==> src/rtl/dcache_ctrl.sv <==
// dcache_ctrl: write-back/write-allocate miss controller for a 2-way, 16-set, 256-bit-line data cache
// Ports: clk_i/rst_i (async active-high); cpu_* load/store port with stall; sram_* cache array
// lookup/update (set index, tag word {valid,dirty,tag}, line); mem_* registered line requests
// to data memory with a one-cycle mem_ack_i completion pulse.
module dcache_ctrl (
  input  logic         clk_i,
  input  logic         rst_i,
  input  logic         cpu_req_i,
  input  logic         cpu_write_i,
  input  logic [31:0]  cpu_addr_i,
  input  logic [31:0]  cpu_data_i,
  output logic [31:0]  cpu_data_o,
  output logic         cpu_stall_o,
  output logic         sram_enable_o,
  output logic         sram_write_o,
  output logic [3:0]   sram_addr_o,
  output logic [24:0]  sram_tag_o,
  output logic [255:0] sram_data_o,
  input  logic [24:0]  sram_tag_i,
  input  logic [255:0] sram_data_i,
  input  logic         sram_hit_i,
  output logic         mem_enable_o,
  output logic         mem_write_o,
  output logic [31:0]  mem_addr_o,
  output logic [255:0] mem_data_o,
  input  logic [255:0] mem_data_i,
  input  logic         mem_ack_i
);
  typedef enum logic [2:0] {IDLE, MISS, WBACK, ALLOC, REFILL} state_t;
  state_t         state_q;
  logic [255:0]   fill_q;
  logic           mem_en_q, mem_we_q;
  logic [31:0]    mem_addr_q;
  logic [255:0]   mem_data_q;
  logic [255:0]   line_merged;
  logic [2:0]     w;
  logic           idle, refill;
  logic           unused;
  assign unused = ^cpu_addr_i[1:0];
  assign w      = cpu_addr_i[4:2];
  assign idle   = state_q == IDLE;
  assign refill = state_q == REFILL;
  always_ff @(posedge clk_i or posedge rst_i) begin
    if (rst_i) begin
      state_q    <= IDLE;
      fill_q     <= '0;
      mem_en_q   <= 1'b0;
      mem_we_q   <= 1'b0;
      mem_addr_q <= '0;
      mem_data_q <= '0;
    end else begin
      case (state_q)
        IDLE: if (cpu_req_i && !sram_hit_i) state_q <= MISS;
        MISS: begin
          mem_en_q <= 1'b1;
          if (sram_tag_i[24] && sram_tag_i[23]) begin
            mem_addr_q <= {sram_tag_i[22:0], cpu_addr_i[8:5], 5'b0};
            mem_data_q <= sram_data_i;
            mem_we_q   <= 1'b1;
            state_q    <= WBACK;
          end else begin
            mem_addr_q <= {cpu_addr_i[31:5], 5'b0};
            mem_we_q   <= 1'b0;
            state_q    <= ALLOC;
          end
        end
        WBACK: if (mem_ack_i) begin
          // enable stays high: the fill request follows the write-back back-to-back
          mem_addr_q <= {cpu_addr_i[31:5], 5'b0};
          mem_we_q   <= 1'b0;
          state_q    <= ALLOC;
        end
        ALLOC: if (mem_ack_i) begin
          fill_q   <= mem_data_i;
          mem_en_q <= 1'b0;
          state_q  <= REFILL;
        end
        default: state_q <= IDLE;
      endcase
    end
  end
  // store word merged into either the hit line (IDLE) or the fetched line (REFILL)
  always_comb begin
    line_merged = refill ? fill_q : sram_data_i;
    line_merged[32*w +: 32] = cpu_data_i;
  end
  assign cpu_data_o    = sram_data_i[32*w +: 32];
  assign cpu_stall_o   = cpu_req_i & ~(idle & sram_hit_i);
  assign sram_enable_o = refill | (idle & cpu_req_i);
  assign sram_write_o  = refill | (idle & cpu_req_i & cpu_write_i & sram_hit_i);
  assign sram_addr_o   = cpu_addr_i[8:5];
  assign sram_tag_o    = {1'b1, refill ? cpu_write_i : 1'b1, cpu_addr_i[31:9]};
  assign sram_data_o   = (refill && !cpu_write_i) ? fill_q : line_merged;
  assign mem_enable_o  = mem_en_q;
  assign mem_write_o   = mem_we_q;
  assign mem_addr_o    = mem_addr_q;
  assign mem_data_o    = mem_data_q;
endmodule

==> config.mk <==
export PLATFORM = sky130hd
export DESIGN_NAME = dcache_ctrl
export DESIGN_NICKNAME = d
export VERILOG_FILES = /design/src/rtl/dcache_ctrl.sv
export SDC_FILE = /design/constraint.sdc
export NUM_CORES = 1
export LEC_CHECK = 0
export ABC_AREA = 1
export BUFFER_PORTS_ARGS = -buffer_cell sky130_fd_sc_hd__buf_2
export CAP_MARGIN = 0
export CORE_AREA = 3 3 475 477
export DETAILED_ROUTE_END_ITERATION = 10
export DIE_AREA = 0 0 478 480
export SLEW_MARGIN = 25
export SYNTH_ARGS = -nofsm -noshare
export SYNTH_HDL_FRONTEND = slang
export SYNTH_SLANG_ARGS = --single-unit
==> constraint.sdc <==
create_clock -name clk_i -period 24.7 [get_ports clk_i]
set_clock_uncertainty 0.1 [all_clocks]
set_input_delay 4.94 -clock clk_i [delete_from_list [all_inputs] [get_ports clk_i]]
set_output_delay 4.94 -clock clk_i [all_outputs]
set_load 0.01 [all_outputs]
==> flow_summary.yaml, run 1 <==
timing:
  fin_setup_tns_ns: 0
  fin_crit_sh_pct: 59.5
  slew_violations: 0
  hold_viol: 0
  maxSlewHeadroom_pct: 20.1
  tightestPinTransition_ns: 1.19
  layout_min_cycle_time_ns: 14.71
  final-setup-viol-count: 0
  layout_setup_ws_ns: 9.99
  rsz0062_at_grt: "no"
  fmax_ghz: 0.0680
outcome:
  status: "complete, no violations"
layout:
  fin_area_um2: 44200
  drive_gt1_share_pct: 27.5
  fin_cells: 8781
  finish.utilization_pct: 19.9
  fillers: 25600
  nNetsFinal: 6279
  syn2layout_area_growth_pct: 35.2
global_route:
  grt_first_pass_wirelength_um: 384000
  grt.total_usage_pct: 25.8
  grt_pass1_vias: 35700
  grt_start_max_net_pins: 152
  gr-total-overflow: 0
  grt_antenna_before_repair: 201
clock_network:
  numCtsBuffers: 77
  clk_pin_slew_ns: 0.05
  clk_latency_ns: 0.72
  cts_sinks: 544
  root_buffer: "clkbuf_16"
  h-tree-depth: 3
  cts_resized: 0
  post_cts_buffers: 0
  cts_tree: "done"
  max-clock-path-buffers: 3
  holdBufCountCts: 0
worst_setup_path:
  crit_path_top_delay_cell: "inv_2"
  worst_ep_arrival_time_ns: 9.67
  path_class: "in -> out"
  cp_data_required_time_ns: 19.66
  end_kind: "output port"
  cpPeakStageDelay_ns: 0.73
  cp_max_fo: 36
  crit_buf_inv: 6
  startpoint_type: "primary input"
  cp_top_family: "buffers and inverters"
  r2r_slack_ns: 19.44
  path_cells: "buf_4 > inv_1 > ha_1 > ha_1 > inv_2 > nand3_2 > inv_2 > nand2_2 > nand3b_1 > nand2_1 > inv_1 > buf_2"
yosys:
  synth.most_common_cell: "nand2_1"
  syn_inst: 4685
  syn_area_per_cell_um2: 6.98
  synth_ff_type: "dfrtp_1"
  synth-edff-count: 0
  synth_top_area_share_pct: 41.6
  yosysUniqueCellTypes: 37
  synth_top_area_cell: "dfrtp_1"
  yosys-top-cells-count: "nand2_1 (1850), dfrtp_1 (544), inv_1 (453)"
  syn_area_um2: 32700
  ys_async_sr_fraction_pct: 100
  yosys_warnings: 0
  synth.area.top_cells: "dfrtp_1 (42%), nand2_1 (21%), nand3_1 (6.9%)"
  ys_ff_latch: 544
  ys_seq_area_share_pct: 41.6
pwr:
  power_frac_comb_pct: 41.4
  netSwitchingFraction_pct: 44.0
  clock_power_share_pct: 26.2
  p_leak_uw: 0.0232
  power.density_nw_per_um2: 109
  p_sw_uw: 2120
  p_int_uw: 2690
  p_seq_share_pct: 32.4
  peakVddDrop_mv: 0.0545
placement:
  placedInstanceArea_um2: 41200
  dp.cells: 8565
  place.gp.congestion: 0.958
  place_ws_ns: 9.52
  hpwl_um: 257000
  io_buffers: 1208
floorplan:
  die_w_um: 478
  start_util_pct: 14.7
  dieArea_um2: 229000
  core_region_area_um2: 222000
  fp-row-count: 173
  io_pins: 1217
  die_h_um: 480
route:
  wl_um: 309000
  first_pass_iters: 8
  wl_per_cell_um: 35.2
  first_iter_violations: 3658
  drc: 0
  final_antenna_net_count: 0
  vias: 38400
  routed_via_density: 4.37
job:
  max-cap-violations: 0
worst_hold_path:
  hp-class: "reg -> reg"
-- cells by family (layout without fill, tap and decap cells) --
kind of cell             after synthesis  in the layout  share of synthesized area [%]
AO/OA/AOI/OAI                        693            693                           11.5
adder cells (fa/ha/maj)                3              3                          0.115
buffers and inverters                831           1872                           11.0
flip-flops                           544            544                           41.6
multiplexers                         142            142                           4.90
other                                  2             82                         0.0230
AND/OR/NAND/NOR                     2470           2470                           30.8
-- placed cells by master (no fill, tap or decap), types with 4 or more instances in the layout --
master,instances
buf_4,61
mux2_2,140
clkbuf_16,78
nand3b_1,31
nand2_2,4
nor2_2,4
inv_2,5
or2_1,22
inv_1,449
or2_2,6
a21oi_1,84
clkbuf_8,16
diode_2,76
clkinv_4,4
o21a_1,18
o21ai_0,431
inv_6,6
dfrtp_1,543
or2_0,4
a31oi_1,23
nor2_1,90
conb_1,6
nand3_1,451
clkbuf_1,10
nand2_1,1846
o2111ai_1,14
clkinvlp_4,6
clkinv_2,6
buf_2,1206
o211ai_1,64
o21ai_1,58
bufinv_16,10
-- tightest hold or removal path, cell delays in order, from the launching register on --
cell	delay, ns
dfrtp_1	0.34
nand2_1	0.05
nand2_1	0.05
-- final timing paths --
path | start | to | cells past startpoint
setup / recovery | cpu_addr_i[3] | sram_data_o[246] | 12
hold / removal | fill_q[248] | fill_q[248] | 2
setup reg to reg | state_q[2] | mem_data_o[134] | 9
hold reg to reg | fill_q[248] | fill_q[248] | 2
max in group asynchronous | rst_i | fill_q[192] | 5
min in group asynchronous | rst_i | fill_q[4] | 2
-- layout make-up --
cell class / count / area, um2 / share of cell area, %
Sequential cell: 544 / 13600 / 30.8
Clock inverter: 36 / 574 / 1.30
Antenna cell: 76 / 190 / 0.430
Clock buffer: 104 / 2210 / 5.00
Tap cell: 2975 / 3720 / 8.42
Timing Repair Buffer: 1272 / 6580 / 14.9
Inverter: 460 / 1760 / 3.98
Multi-Input combinational cell: 3314 / 15500 / 35.2
-- stage by stage --
step / hold slack [ns] / total power (uW)
2_1_floorplan: 0.340 / 2510
3_3_place_gp: 0.355 / 3530
3_5_place_dp: 0.356 / 3560
4_1_cts: 0.372 / 4840
5_1_grt: 0.394 / 5070
6_report: 0.370 / 4810
-- power groups by stage --
stage | Clock, uW | Combinational, uW | Sequential [uW]
after CTS | 1290 | 2000 | 1550
after global routing | 1310 | 2150 | 1610
after global placement | 0 | 1980 | 1550
after detailed placement | 0 | 1990 | 1560
after floorplan | 0 | 877 | 1640
final | 1260 | 1990 | 1560
-- metal layers --
metal  track usage [%]  vias to the layer above  wire (um)
met2              39.4                     2222     133000
met4              13.3                       96      18700
met1              31.1                    18500     123000
met3              10.5                      605      33600
met5                 0                        -        624
li1                  -                    16900          -
-- flip-flops by register name, indices dropped and copies added, names as in the netlist --
name / flops
mem_data_o: 256
mem_enable_o: 1
fill_q: 256
state_q: 3
mem_write_o: 1
mem_addr_o: 27
Note: power is estimated with default switching activity, not from simulation.
==> run 2, diff against run 1 <==
Settings changed: CORE_AREA 3 3 475 477 to 3 3 472 474, DIE_AREA 0 0 478 480 to 0 0 475 477.
Clock period 24.7 ns to 13 ns, I/O delays scaled along.
==> flow_summary.yaml, run 2 (synthesis results as in run 1) <==
clock_network:
  cts_tree: "done"
  h-tree-depth: 3
  post_cts_buffers: 0
  cts_resized: 0
  root_buffer: "clkbuf_16"
  numCtsBuffers: 76
  cts_sinks: 544
  max-clock-path-buffers: 3
  clk_pin_slew_ns: 0.05
  clk_latency_ns: 0.71
  holdBufCountCts: 0
route:
  first_pass_iters: 8
  first_iter_violations: 3688
  vias: 38300
  wl_um: 307000
  routed_via_density: 4.41
  final_antenna_net_count: 0
  wl_per_cell_um: 35.4
  drc: 0
layout:
  fin_cells: 8678
  nNetsFinal: 6273
  syn2layout_area_growth_pct: 34.0
  final_cell_mix: "nand2_1 (1847), buf_2 (1206), dfrtp_1 (543), inv_1 (451), nand3_1 (451)"
  final_common_cell: "nand2_1"
  drive_gt1_share_pct: 27.2
  seqCellArea_um2: 13600
  fillers: 25100
  multi_input_area_um2: 15500
outcome:
  status: "complete, no violations"
timing:
  fmax_ghz: 0.0993
  fin_setup_tns_ns: 0
  rsz0062_at_grt: "no"
  fin_crit_sh_pct: 77.4
  slew_violations: 0
  hold_viol: 0
  tightestPinTransition_ns: 1.37
  layout_min_cycle_time_ns: 10.07
  layout_setup_ws_ns: 2.93
  final-setup-viol-count: 0
  maxSlewHeadroom_pct: 7.86
global_route:
  grt_first_pass_wirelength_um: 379000
  grt_pass1_vias: 35300
  grt_antenna_before_repair: 209
  grt_start_max_net_pins: 148
  gr-total-overflow: 0
  grt.total_usage_pct: 25.9
pwr:
  finalPower_uw: 8910
  p_leak_uw: 0.0230
  peakVddDrop_mv: 0.119
  power.density_nw_per_um2: 203
worst_setup_path:
  cp_data_required_time_ns: 10.30
  worst_ep_arrival_time_ns: 7.37
  end_kind: "output port"
  path_class: "in -> out"
  cp_max_fo: 36
  startpoint_type: "primary input"
floorplan:
  fp-row-count: 172
  die_h_um: 477
  start_util_pct: 14.9
  io_pins: 1217
  die_w_um: 475
  core_region_area_um2: 219000
  dieArea_um2: 227000
worst_hold_path:
  hp-class: "reg -> reg"
placement:
  dp.cells: 8454
  place.gp.congestion: 0.931
  hpwl_um: 254000
  io_buffers: 1208
  place_ws_ns: 3.25
job:
  max-cap-violations: 0
## run 2: changes by cell type in the layout (fill, tap and decap cells not counted), sizes merged
cell / previous run / this run
diode: 76 / 93
bufinv: 10 / 3
inv: 467 / 461
buf: 1272 / 1267
clkinv: 13 / 17
clkbuf: 104 / 101
clkinvlp: 6 / 7
## run 2: path summary, 6_finish.rpt
| path | start | end | slack, ns | depth (start not counted) |
|---|---|---|---|---|
| setup / recovery | cpu_addr_i[3] | sram_data_o[125] | 2.93 | 14 |
| hold reg to reg | fill_q[230] | fill_q[230] | 0.37 | 2 |
| setup reg to reg | state_q[2] | fill_q[167] | 8.68 | 8 |
| max in group asynchronous | rst_i | mem_addr_o[7] | 8.93 | 5 |
| min in group asynchronous | rst_i | fill_q[187] | 1.77 | 2 |
| hold / removal | fill_q[230] | fill_q[230] | 0.37 | 2 |
## run 2: final cells by class
class | instances | share of cell area, %
repair buffers | 1267 | 15.0
diodes | 93 | 0.531
clock buffers | 101 | 5.00
well taps | 2871 | 8.20
clock inverters | 28 | 0.660
flip-flops and latches | 544 | 31.1
inverters | 460 | 4.00
multi-input cells | 3314 | 35.5
## run 2: stage by stage
| step | hold slack [ns] | cell area [um2] | utilization (%) |
|---|---|---|---|
| 2_1_floorplan | 0.340 | 32700 | - |
| 3_3_place_gp | 0.354 | 41000 | 18.7 |
| 3_5_place_dp | 0.356 | 41000 | 18.7 |
| 4_1_cts | 0.371 | 43500 | 19.8 |
| 5_1_grt | 0.395 | 43600 | 19.9 |
| 6_report | 0.369 | 43800 | 20.0 |
## run 2: critical path, stage by stage
cell      delay (ns)
buf_4           0.40
inv_1           0.44
ha_1            0.34
ha_1            0.31
inv_2           0.66
nor2_1          0.23
nand2_1         0.17
buf_4           0.37
clkinv_1        0.93
nand2_1         0.26
nand3_1         0.21
nand2_1         0.15
inv_1           0.04
buf_2           0.16
## run 2: where the power goes
part           total [uW]  internal, uW  switching [uW]  leakage (uW)
Combinational        3770          1190            2580        0.0151
Clock                2160          1240             920       0.00121
Sequential           2980          2510             465       0.00667
Total                8910          4950            3960        0.0230
## run 2: layer usage
| metal | track usage (%) | up-vias | wire length (um) |
|---|---|---|---|
| li1 | - | 16900 | - |
| met1 | 30.5 | 18300 | 119000 |
| met2 | 39.9 | 2313 | 133000 |
| met3 | 11.3 | 627 | 35900 |
| met4 | 12.9 | 102 | 18600 |
| met5 | 0 | - | 630 |
